**src/rtl/soml_stbc_encoder.sv**
```systemverilog
// Alamouti 2x1 STBC transmit encoder: one byte -> two Gray-mapped 16-QAM symbols -> two output slots.
// Optional feature macro: SOML_ENC_NORM_EN (unit-energy level constants instead of +-1/+-3 * 2**FRAC).
module soml_stbc_encoder #(
  parameter int WIDTH = 16,
  parameter int FRAC  = 12
) (
  input  logic             clk,
  input  logic             rst,
  input  logic             start,
  input  logic [7:0]       bits_in,
  input  logic             out_ready,
  output logic             busy,
  output logic             out_valid,
  output logic             out_slot,
  output logic [WIDTH-1:0] out_tx1I,
  output logic [WIDTH-1:0] out_tx1Q,
  output logic [WIDTH-1:0] out_tx2I,
  output logic [WIDTH-1:0] out_tx2Q,
  output logic             done
);

`ifdef SOML_ENC_NORM_EN
  localparam logic signed [WIDTH-1:0] LVL1 = WIDTH'(1295);
  localparam logic signed [WIDTH-1:0] LVL3 = WIDTH'(3886);
`else
  localparam logic signed [WIDTH-1:0] LVL1 = WIDTH'(1 << FRAC);
  localparam logic signed [WIDTH-1:0] LVL3 = WIDTH'(3 << FRAC);
`endif

  typedef enum logic [1:0] {IDLE, MAP, SLOT0, SLOT1} state_t;

  state_t                  state_q, state_d;
  logic [7:0]              bits_q, bits_d;
  logic signed [WIDTH-1:0] i1_q, q1_q, i2_q, q2_q;
  logic signed [WIDTH-1:0] i1_d, q1_d, i2_d, q2_d;
  logic signed [WIDTH-1:0] tx1i_q, tx1q_q, tx2i_q, tx2q_q;
  logic signed [WIDTH-1:0] tx1i_d, tx1q_d, tx2i_d, tx2q_d;
  logic                    busy_q, busy_d, valid_q, valid_d;
  logic                    slot_q, slot_d, done_q, done_d;

  // Gray code: 00->-3, 01->-1, 11->+1, 10->+3
  function automatic logic signed [WIDTH-1:0] gray_lvl(input logic [1:0] f);
    case (f)
      2'b00:   return -LVL3;
      2'b01:   return -LVL1;
      2'b11:   return LVL1;
      default: return LVL3;
    endcase
  endfunction

  always_comb begin
    state_d = state_q;
    bits_d  = bits_q;
    i1_d    = i1_q;
    q1_d    = q1_q;
    i2_d    = i2_q;
    q2_d    = q2_q;
    tx1i_d  = tx1i_q;
    tx1q_d  = tx1q_q;
    tx2i_d  = tx2i_q;
    tx2q_d  = tx2q_q;
    busy_d  = busy_q;
    valid_d = valid_q;
    slot_d  = slot_q;
    done_d  = 1'b0;
    case (state_q)
      IDLE: begin
        if (start) begin
          bits_d  = bits_in;
          busy_d  = 1'b1;
          state_d = MAP;
        end
      end
      MAP: begin
        // Levels and slot0 outputs load together so slot0 is valid the cycle after MAP.
        i1_d    = gray_lvl(bits_q[7:6]);
        q1_d    = gray_lvl(bits_q[5:4]);
        i2_d    = gray_lvl(bits_q[3:2]);
        q2_d    = gray_lvl(bits_q[1:0]);
        tx1i_d  = i1_d;
        tx1q_d  = q1_d;
        tx2i_d  = i2_d;
        tx2q_d  = q2_d;
        valid_d = 1'b1;
        slot_d  = 1'b0;
        state_d = SLOT0;
      end
      SLOT0: begin
        if (out_ready) begin
          tx1i_d  = -i2_q;
          tx1q_d  = q2_q;
          tx2i_d  = i1_q;
          tx2q_d  = -q1_q;
          slot_d  = 1'b1;
          state_d = SLOT1;
        end
      end
      default: begin
        if (out_ready) begin
          valid_d = 1'b0;
          slot_d  = 1'b0;
          busy_d  = 1'b0;
          done_d  = 1'b1;
          state_d = IDLE;
        end
      end
    endcase
  end

  always_ff @(posedge clk) begin
    if (rst) begin
      state_q <= IDLE;
      bits_q  <= '0;
      i1_q    <= '0;
      q1_q    <= '0;
      i2_q    <= '0;
      q2_q    <= '0;
      tx1i_q  <= '0;
      tx1q_q  <= '0;
      tx2i_q  <= '0;
      tx2q_q  <= '0;
      busy_q  <= 1'b0;
      valid_q <= 1'b0;
      slot_q  <= 1'b0;
      done_q  <= 1'b0;
    end else begin
      state_q <= state_d;
      bits_q  <= bits_d;
      i1_q    <= i1_d;
      q1_q    <= q1_d;
      i2_q    <= i2_d;
      q2_q    <= q2_d;
      tx1i_q  <= tx1i_d;
      tx1q_q  <= tx1q_d;
      tx2i_q  <= tx2i_d;
      tx2q_q  <= tx2q_d;
      busy_q  <= busy_d;
      valid_q <= valid_d;
      slot_q  <= slot_d;
      done_q  <= done_d;
    end
  end

  assign busy      = busy_q;
  assign out_valid = valid_q;
  assign out_slot  = slot_q;
  assign out_tx1I  = tx1i_q;
  assign out_tx1Q  = tx1q_q;
  assign out_tx2I  = tx2i_q;
  assign out_tx2Q  = tx2q_q;
  assign done      = done_q;

endmodule

```
**config.mk**
```make
export PLATFORM = sky130hd
export DESIGN_NAME = soml_stbc_encoder
export DESIGN_NICKNAME = d
export VERILOG_FILES = /design/src/rtl/soml_stbc_encoder.sv
export SDC_FILE = /design/constraint.sdc
export NUM_CORES = 1
export LEC_CHECK = 0
export CAP_MARGIN = 20
export CORE_ASPECT_RATIO = 1.1
export CORE_MARGIN = 2
export CORE_UTILIZATION = 40
export DETAILED_ROUTE_END_ITERATION = 12
export PLACE_DENSITY = 0.82
export SETUP_SLACK_MARGIN = 0.5
export SKIP_CTS_REPAIR_TIMING = 1
export SLEW_MARGIN = 20
export SYNTH_ARGS = -nofsm -noshare
export SYNTH_HDL_FRONTEND = slang
export SYNTH_SLANG_ARGS = --single-unit
```
**constraint.sdc**
```tcl
create_clock -name clk -period 4.5 [get_ports clk]
set_clock_uncertainty 0.05 [all_clocks]
set_input_delay 0.675 -clock clk [delete_from_list [all_inputs] [get_ports clk]]
set_output_delay 0.675 -clock clk [all_outputs]
set_load 0.05 [all_outputs]
```
* Word-level counts from Yosys, hierarchy flattened
Index checks and enable logic that the tools add are counted. W data, S select, Z words.
Word-level totals: word-level logic and storage cells 72, bits in registers 142
Cells by class: bitwise operators 3, multiplexer cells 23, equality and inequality tests 12, reduce and logical (&&, ||, !) cells 18, add/subtract/negate cells 2
Operators with widths (count):
- $pmux W16 S3 | 4
- $pmux W16 S2 | 4
- $mux W16 | 4
- $neg A16 Y16 | 2
- $eq A2 B1 Y1 const B | 5
- $eq A2 B2 Y1 const B | 5
- $logic_not A2 Y1 | 5
- $reduce_and A3 Y1 | 3
- $mux W2 | 3
- $pmux W2 S3 | 1
- $reduce_and A2 Y1 | 3
- $reduce_bool A2 Y1 | 3
- $mux W1 | 4
- $ne A2 B2 Y1 const B | 2
- $pmux W1 S2 | 2
- $reduce_or A2 Y1 | 2
- $reduce_or A4 Y1 | 1
- $not A1 Y1 | 3
- $pmux W1 S3 | 1
- $reduce_bool A3 Y1 | 1

* Longest topological paths before layout
Gate-level depths: netlist of run 1.
depth after elaboration 4, gate-level depth with buffers 7

* Worst setup path after synthesis of run 1
Ideal clock, no wire load.
path kind flip-flop to output port, start point register out_tx1I[12] (netlist name), end point output port out_tx1Q[12], cell stages (with the launch flop) 2, setup slack 2.822 ns, arrival 0.953 ns, required time 3.775 ns, path buffers 1, cells stage by stage dfxtp_1 buf_4
RTL lines:
- end: declaration | RTL line 16 | output logic [WIDTH-1:0] out_tx1Q,

==> results of run 1 <==
[report_power, final]
part / leakage, nW / internal [mW] / total [mW] / switching, mW
logic: 0.616 / 0.324 / 0.954 / 0.630
registers: 0.279 / 0.398 / 0.467 / 0.0683
clock network: 0.0573 / 0.177 / 0.282 / 0.105
total: 0.952 / 0.900 / 1.70 / 0.803
[cell type report]
class | count | area share
clock inverters | 1 | 0.01301
clock buffers | 6 | 0.03577
multi-input cells | 176 | 0.4612
inverters | 16 | 0.02602
flip-flops and latches | 34 | 0.2949
repair buffers | 32 | 0.1377
well taps | 58 | 0.03144
[cells by family after synthesis]
kind of cell | count (synthesis)
buffers and inverters | 80
AND/OR/NAND/NOR | 60
AO/OA/AOI/OAI | 36
flip-flops | 34
adder cells (fa/ha/maj) | 17
multiplexers | 13
XOR/XNOR | 2
other | 1
[metal layers]
layer	global-route usage	up-vias
met5	0	-
met2	0.2063	65
met3	0.03662	5
met1	0.1384	661
met4	0.05000	0
li1	-	737
[per-stage QoR]
step	total power [mW]	hold WS (ns)
global route	1.816	0.4408
global placement	1.411	0.4015
finish	1.703	0.4133
detailed placement	1.433	0.4082
floorplan	1.280	0.3863
CTS	1.717	0.4170
[state kept, by name, summed over array words and instances, names as in the netlist, 2 cells and up]
name and flops:
q1_q 2, i1_q 3, q2_q 2, bits_q 8, out_tx2I 2, state_q 2, out_tx1Q 2, i2_q 2
out_tx1I 4, out_tx2Q 3
[synthesized netlist by cell type]
master and count:
a211oi_2 4, mux2_2 1, a211oi_1 7, buf_2 3
inv_1 16, nand3_1 8, nor2_1 25, and3_1 1
o21ba_2 1, ha_1 17, o31ai_1 3, dfxtp_1 34
o22ai_1 1, nand2b_1 3, conb_1 1, o21ai_0 3
nor2b_1 2, clkbuf_1 5, xnor2_1 2, or3_1 1
buf_4 53, nand2_1 15, nor3_1 2, a21oi_1 14
o211ai_1 3, or3b_1 1, buf_6 3, or4_1 1
mux2i_1 12, nor2b_4 1
[worst max path at each step]
stage,start,to,slack [ns],cells past startpoint
6_report,out_tx1I[12],out_tx2I[12],2.25,1
2_1_floorplan,out_tx1I[12],out_tx1Q[12],2.82,1
3_5_place_dp,start,state_q[0],2.26,4
3_3_place_gp,start,state_q[0],2.29,4
5_1_grt,out_tx1I[12],out_tx2I[12],2.21,1
4_1_cts,out_tx1I[12],out_tx2I[12],2.23,1
==> reports/metrics.yaml, run 1 <==
grt_max_degree: 35
die_w_um: 73.00
end_kind: "output port"
gp_congestion: 0.7764
crit_slowest_cell: "clkdlybuf4s50_1"
synth_area_leader_cell: "dfxtp_1"
fin_ws_ns: 2.254
grt_pass1_wl_mm: 5.513
hp-class: "flop to flop"
cp_num_buf_inv: 1
core_area_sq_um: 5034
grt_pass1_vias: 1231
cts_root_buf: "clkbuf_8"
met2WireLength_mm: 1.590
dp.cells: 316
drt_iter0_drc: 21
reg2reg_slack_ns: 2.42
synth-simple-area-share: 0.1308
vias: 1468
nets: 294
r2r-end: "out_tx1Q[14]"
drv_cap: 0
synth_compound_area_frac: 0.1189
cts.reportedPaths.clkPinSlew_ns: 0.07
first_pass_iters: 4
die_y_um: 79.90
gr-usage-all-layers: 0.1210
hold_viol: 0
cp_cell_sequence: "clkdlybuf4s50_1"
hold_depth: 2
clock_sinks: 34
final_util: 0.4586
syn_area_sq_um: 2095
wl_per_cell_um: 10.33
ys_seq_area_frac: 0.3250
max_stage_delay_ns: 0.84
num_io_pins: 80
dpl_cell_area_sq_um: 2196
top_layer: "met4"
synth_top_family_by_area: "buffers and inverters"
drv_slew: 0
drive_above_1_share: 0.05660
cts_tree: "yes"
netlist_top_cells_area: "dfxtp_1, buf_4, ha_1"
final-setup-viol-count: 0
crit_type: "flop to output port"
startpoint_type: "flop"
clock_latency_ns: 0.29
worst_pin_slew_ns: 0.7142
syn_area_per_cell_sq_um: 8.619
worstHoldStart: "bits_q[5]"
synth_seq_cells: 34
yosysTopAreaCellShare: 0.3250
drcViolationCount: 0
portBuffers: 31
power_density_nw_per_um2: 737.7
antenna_found_initial: 0
cts_htree_levels: 2
multi_input_area_sq_um: 1065
yosysUniqueCellTypes: 30
final_common_cell: "conb_1"
reg2reg_depth: 5
cp.required_ns: 3.77
dieArea_sq_um: 5832
yosys_warnings: 0
area_growth_pct: 10.21
dp_slack_ns: 2.256
numCtsBuffers: 5
max-vdd-ir-drop_mv: 0.2670
fin_area_sq_um: 2308
reg2reg_from: "state_q[0]"
crit_family: "buffers and inverters"
route.antenna.remaining_nets: 0
totalWireLength_mm: 3.337
regArea_sq_um: 680.7
final_cell_mix: "conb_1, dfxtp_1, clkdlybuf4s50_1, nor2_1, ha_1"
period_share: 0.4992
leakagePower_nw: 0.9519
cts_buffer_depth: 2
slew_headroom: 0.5239
crit_arrival_ns: 1.52
antennaDiodeCount: 0
clock.fmax_ghz: 0.4452
rsz0062_at_grt: "false"
synth_xor_area_frac: 0.008363
start_util: 0.4161
final_cells: 323
synthCells: 243
hold_path_end: "bits_q[5]"
vias_per_cell: 4.545
cp_max_fo: 5
nFillCells: 507
wirelength_met1_mm: 1.462
finalCriticalPeriod_ns: 2.246
tns_ns: 0
synth.area.mux_share: 0.06272
rows: 27
wl_met3_um: 231
dp_hpwl_mm: 2.578
yosys.area_share.adder: 0.1016
outcome: "finished, final reports clean"
grt_overflow: 0
Power figures use the tool's default switching activity.
==> run 2, diff against run 1 <==
clock period = 2.13 ns   (was 4.5 ns; I/O delays follow)
==> run 2 against run 1 <==
  * Combinational power rose by 120%
  * Wire length rose by 4.2%
  * Hold slack worse by 0.0049 ns
  * Core utilization is 2.0 points higher
  * Sequential power increased by 110%
  * Sequential cell count unchanged
  * Die area did not move
  * Final cell count grew 1.2%
  * Power is 110% higher
  * Clock power grew 75%
  * Largest power group unchanged
==> reports/metrics.yaml, run 2 (synthesized netlist as in run 1, its figures left out) <==
nets: 297
totalWireLength_mm: 3.477
power_density_nw_per_um2: 1492
wl_per_cell_um: 10.63
end_kind: "flop"
cp_max_fo: 10
route.antenna.remaining_nets: 0
max_stage_delay_ns: 0.49
dpl_cell_area_sq_um: 2220
rsz0062_at_grt: "false"
num_io_pins: 80
portBuffers: 31
hold_viol: 0
reg2reg_depth: 5
leakagePower_nw: 1.288
grt_overflow: 0
antennaDiodeCount: 0
drv_cap: 0
pwr-share-seq: 0.279
hold_depth: 2
cts.reportedPaths.clkPinSlew_ns: 0.07
worst_pin_slew_ns: 0.5082
die_w_um: 73.00
drive_above_1_share: 0.1004
numCtsBuffers: 5
rows: 27
power_mw: 3.591
final_util: 0.4783
hp-class: "flop to flop"
hold_path_end: "bits_q[7]"
dieArea_sq_um: 5832
p_sw_mw: 1.737
slew_headroom: 0.6607
hold_ws_ns: 0.4084
combPwrFrac: 0.584
final_common_cell: "conb_1"
cp.required_ns: 2.29
vias: 1467
cts_tree: "yes"
first_pass_iters: 5
crit_slowest_cell: "or4_1"
r2r-end: "state_q[0]"
grt_pass1_vias: 1184
switching_share: 0.4838
met2WireLength_mm: 1.628
core_area_sq_um: 5034
reg2reg_slack_ns: 0.56
p_int_mw: 1.854
regMostFlops: "bits_q"
crit_arrival_ns: 1.74
dp_hpwl_mm: 2.577
cp_cell_sequence: "inv_2 -> ha_4 -> nor2b_4 -> or4_1 -> a21oi_1"
tns_ns: 0
drcViolationCount: 0
clock.fmax_ghz: 0.6365
startpoint_type: "flop"
top_layer: "met4"
crit_type: "flop to flop"
fin_area_sq_um: 2407
clkPwrFrac: 0.137
grt_max_degree: 35
antenna_found_initial: 0
cts_buffer_depth: 2
drv_slew: 0
drt_iter0_drc: 24
final_cells: 327
fin_ws_ns: 0.5589
period_share: 0.7376
gr-usage-all-layers: 0.1193
vias_per_cell: 4.486
worstHoldStart: "bits_q[7]"
cts_htree_levels: 2
final-setup-viol-count: 0
final_cell_mix: "conb_1, dfxtp_1, nor2_1, dlymetal6s2s_1, nand2_1"
outcome: "finished, final reports clean"
gp_congestion: 0.7897
finalCriticalPeriod_ns: 1.571
dp_slack_ns: 0.3286
wl_met3_um: 223
largest_register_ffs: 8
area_growth_pct: 14.93
clock_latency_ns: 0.29
cts_root_buf: "clkbuf_8"
dp.cells: 319
grt_pass1_wl_mm: 5.299
clock_sinks: 34
die_y_um: 79.90
start_util: 0.4161
reg2reg_from: "state_q[1]"
max-vdd-ir-drop_mv: 0.6418
wirelength_met1_mm: 1.555
==> run 2: cell types whose count changed in the layout (fill, tap and decap cells not counted), moves of 3 or more <==
cell,previous run,this run
clkdlybuf4s50_1,31,11
dlymetal6s2s_1,0,20
buf_4,1,4
ha_1,17,14
==> run 2: area by class of cell <==
type	count	area (sq um)
multi-input combinational	176	1101
clock buffer	6	82.58
timing repair buffer	35	390.4
clock inverter	2	12.51
inverter	16	60.06
sequential	34	688.2
tap	58	72.57
fill	460	2626
==> run 2: worst max-delay path: cells and delay by family, from the launching register on <==
| family | cells | cell delay, ns |
|---|---|---|
| AOI/OAI and AO/OA | 1 | 0.16 |
| buffers and inverters | 1 | 0.07 |
| adders and majority gates | 1 | 0.19 |
| and+or+nand+nor | 2 | 0.63 |
| DFF | 1 | 0.40 |
==> run 2: worst max-delay path by stage <==
stage | to | slack, ns | startpoint
final | state_q[0] | 0.56 | state_q[1]
after global routing | state_q[0] | 0.48 | state_q[0]
after CTS | out_tx2I[12] | 0.21 | out_tx1I[12]
after detailed placement | out_tx1I[14] | 0.33 | out_ready
after global placement | state_q[0] | 0.40 | out_ready
after floorplan | state_q[0] | 0.50 | state_q[0]
==> run 2: power by group through the flow <==
stage | combinational, mW | clock [mW] | sequential (mW)
3_5_place_dp | 2.04 | 0 | 1.01
5_1_grt | 2.27 | 0.530 | 1.03
6_report | 2.10 | 0.493 | 1.00
4_1_cts | 2.04 | 0.512 | 0.995
3_3_place_gp | 2.00 | 0 | 0.998
2_1_floorplan | 1.36 | 0 | 1.35
==> run 2: layer usage <==
layer | GRT usage | vias to the layer above
met3 | 0.04545 | 6
met4 | 0.06111 | 0
li1 | - | 749
met2 | 0.1883 | 59
met1 | 0.1386 | 653
met5 | 0 | -
==> run 3, diff against run 2 <==
PLACE_DENSITY = 0.85   (was 0.82)
clock period = 1.35 ns   (was 2.13 ns; I/O delays follow)
==> run 3 against run 2 <==
  * The flow now finishes with violations (negative setup slack)
  * Worst setup slack got worse by 0.67 ns
  * Fmax rose by 7.2%
  * Cell area rose by 28%
  * Final cell count rose by 9.2%
  * Hold slack improved by 0.017 ns
  * Wire length rose by 35%
  * Critical endpoint unchanged
  * Largest power group unchanged
==> reports/metrics.yaml, run 3 (synthesized netlist as in run 1, its figures left out) <==
reg2reg_from: "state_q[1]"
cts.reportedPaths.clkPinSlew_ns: 0.07
pwr-share-seq: 0.227
cts_buffer_depth: 2
end_kind: "flop"
drive_above_1_share: 0.3880
nets: 327
final_cell_mix: "conb_1, buf_4, buf_12, nor2_1, dfxtp_1"
dp_hpwl_mm: 2.913
cts_htree_levels: 2
vias_per_cell: 4.804
hold_ws_ns: 0.4259
violations: "negative setup slack"
dieArea_sq_um: 5832
grt_pass1_wl_mm: 6.272
totalWireLength_mm: 4.681
cp.required_ns: 1.53
regMostFlops: "bits_q"
p_int_mw: 4.473
numCtsBuffers: 5
finalCriticalPeriod_ns: 1.466
crit_start: "state_q[1]"
worstHoldStart: "bits_in[1]"
outcome: "finished, violations left"
cts_root_buf: "clkbuf_8"
route.antenna.remaining_nets: 0
nFillCells: 391
die_y_um: 79.90
grt_pass1_vias: 1453
num_io_pins: 80
die_w_um: 73.00
period_share: 1.086
rsz0062_at_grt: "true"
clock_latency_ns: 0.29
cp_max_fo: 4
clock_sinks: 34
rows: 27
gp_congestion: 0.7743
clock.fmax_ghz: 0.6822
tns_ns: -0.6275
area_growth_pct: 46.77
p_sw_mw: 3.396
final-setup-viol-count: 12
largest_register_ffs: 8
crit_family: "simple AND/OR/NAND/NOR gates"
drv_cap: 0
core_area_sq_um: 5034
crit_type: "flop to flop"
cts_tree: "yes"
max_stage_delay_ns: 0.50
hold_viol: 0
drt_iter0_drc: 77
max-vdd-ir-drop_mv: 1.206
start_util: 0.4161
power_density_nw_per_um2: 2560
cp_num_buf_inv: 1
antennaDiodeCount: 0
switching_share: 0.4316
wl_per_cell_um: 13.11
first_pass_iters: 5
cp_cell_sequence: "inv_4 -> ha_4 -> nor2b_4 -> or4_1 -> a21oi_1"
startpoint_type: "flop"
fin_ws_ns: -0.1159
leakagePower_nw: 1.296
crit_arrival_ns: 1.64
hp-class: "input pin to flop"
power_mw: 7.869
crit_slowest_cell: "or4_1"
grt_max_degree: 35
grt_overflow: 0
antenna_found_initial: 0
gr-usage-all-layers: 0.1392
drcViolationCount: 0
drv_slew: 0
vias: 1715
final_common_cell: "conb_1"
combPwrFrac: 0.660
portBuffers: 31
clkPwrFrac: 0.113
[run 3: cell types whose count changed in the layout (fill, tap and decap cells not counted), sizes merged]
cell,change
clkbuf,+4
dlymetal6s2s,-20
buf,+47
mux2,+1
clkinvlp,-1
clkinv,-1
[run 3: final timing paths]
kind,endpoint,slack [ns],cells past startpoint
setup / recovery,state_q[0],-0.12,5
hold / removal,bits_q[1],0.43,3
setup reg to reg,state_q[0],-0.12,5
hold reg to reg,bits_q[7],0.43,2
[run 3: worst register-to-register path, cell delays in order (launching register included)]
cell     delay, ns
dfxtp_4       0.38
inv_4         0.06
ha_4          0.16
nor2b_4       0.13
or4_1         0.50
a21oi_1       0.12
[run 3: final cells by class]
cell class / count / area [sq um] / area share
multi-input combinational: 177 / 1259 / 0.4094
timing repair buffer: 64 / 852.1 / 0.2772
sequential: 34 / 715.7 / 0.2328
clock buffer: 8 / 110.1 / 0.03582
tap: 58 / 72.57 / 0.02361
inverter: 16 / 65.06 / 0.02116
[run 3: power groups by stage]
stage / combinational [mW] / sequential (mW) / clock [mW]
after global routing: 5.48 / 1.84 / 0.940
after CTS: 4.32 / 1.75 / 0.901
after global placement: 4.21 / 1.75 / 0
after floorplan: 2.52 / 2.24 / 0
final: 5.19 / 1.79 / 0.889
after detailed placement: 4.30 / 1.77 / 0
[run 3: per-stage QoR]
step           instance area [sq um]  cells  utilization  setup WS (ns)
3_5_place_dp                    2671    335       0.5307        -0.2019
4_1_cts                         2781    343       0.5526        -0.1383
5_1_grt                         3074    357       0.6107        -0.1409
6_report                        3074    357       0.6107        -0.1159
2_1_floorplan                   2454    290            -        -0.1767
3_3_place_gp                    2671    335       0.5307        -0.1813
[run 3: routing by layer]
metal / track usage / up-vias / routed length [um]
met5: 0 / - / 0
met4: 0.06852 / 0 / 114
met3: 0.04419 / 11 / 274
met2: 0.2450 / 83 / 2503
met1: 0.1467 / 812 / 1788
li1: - / 809 / -
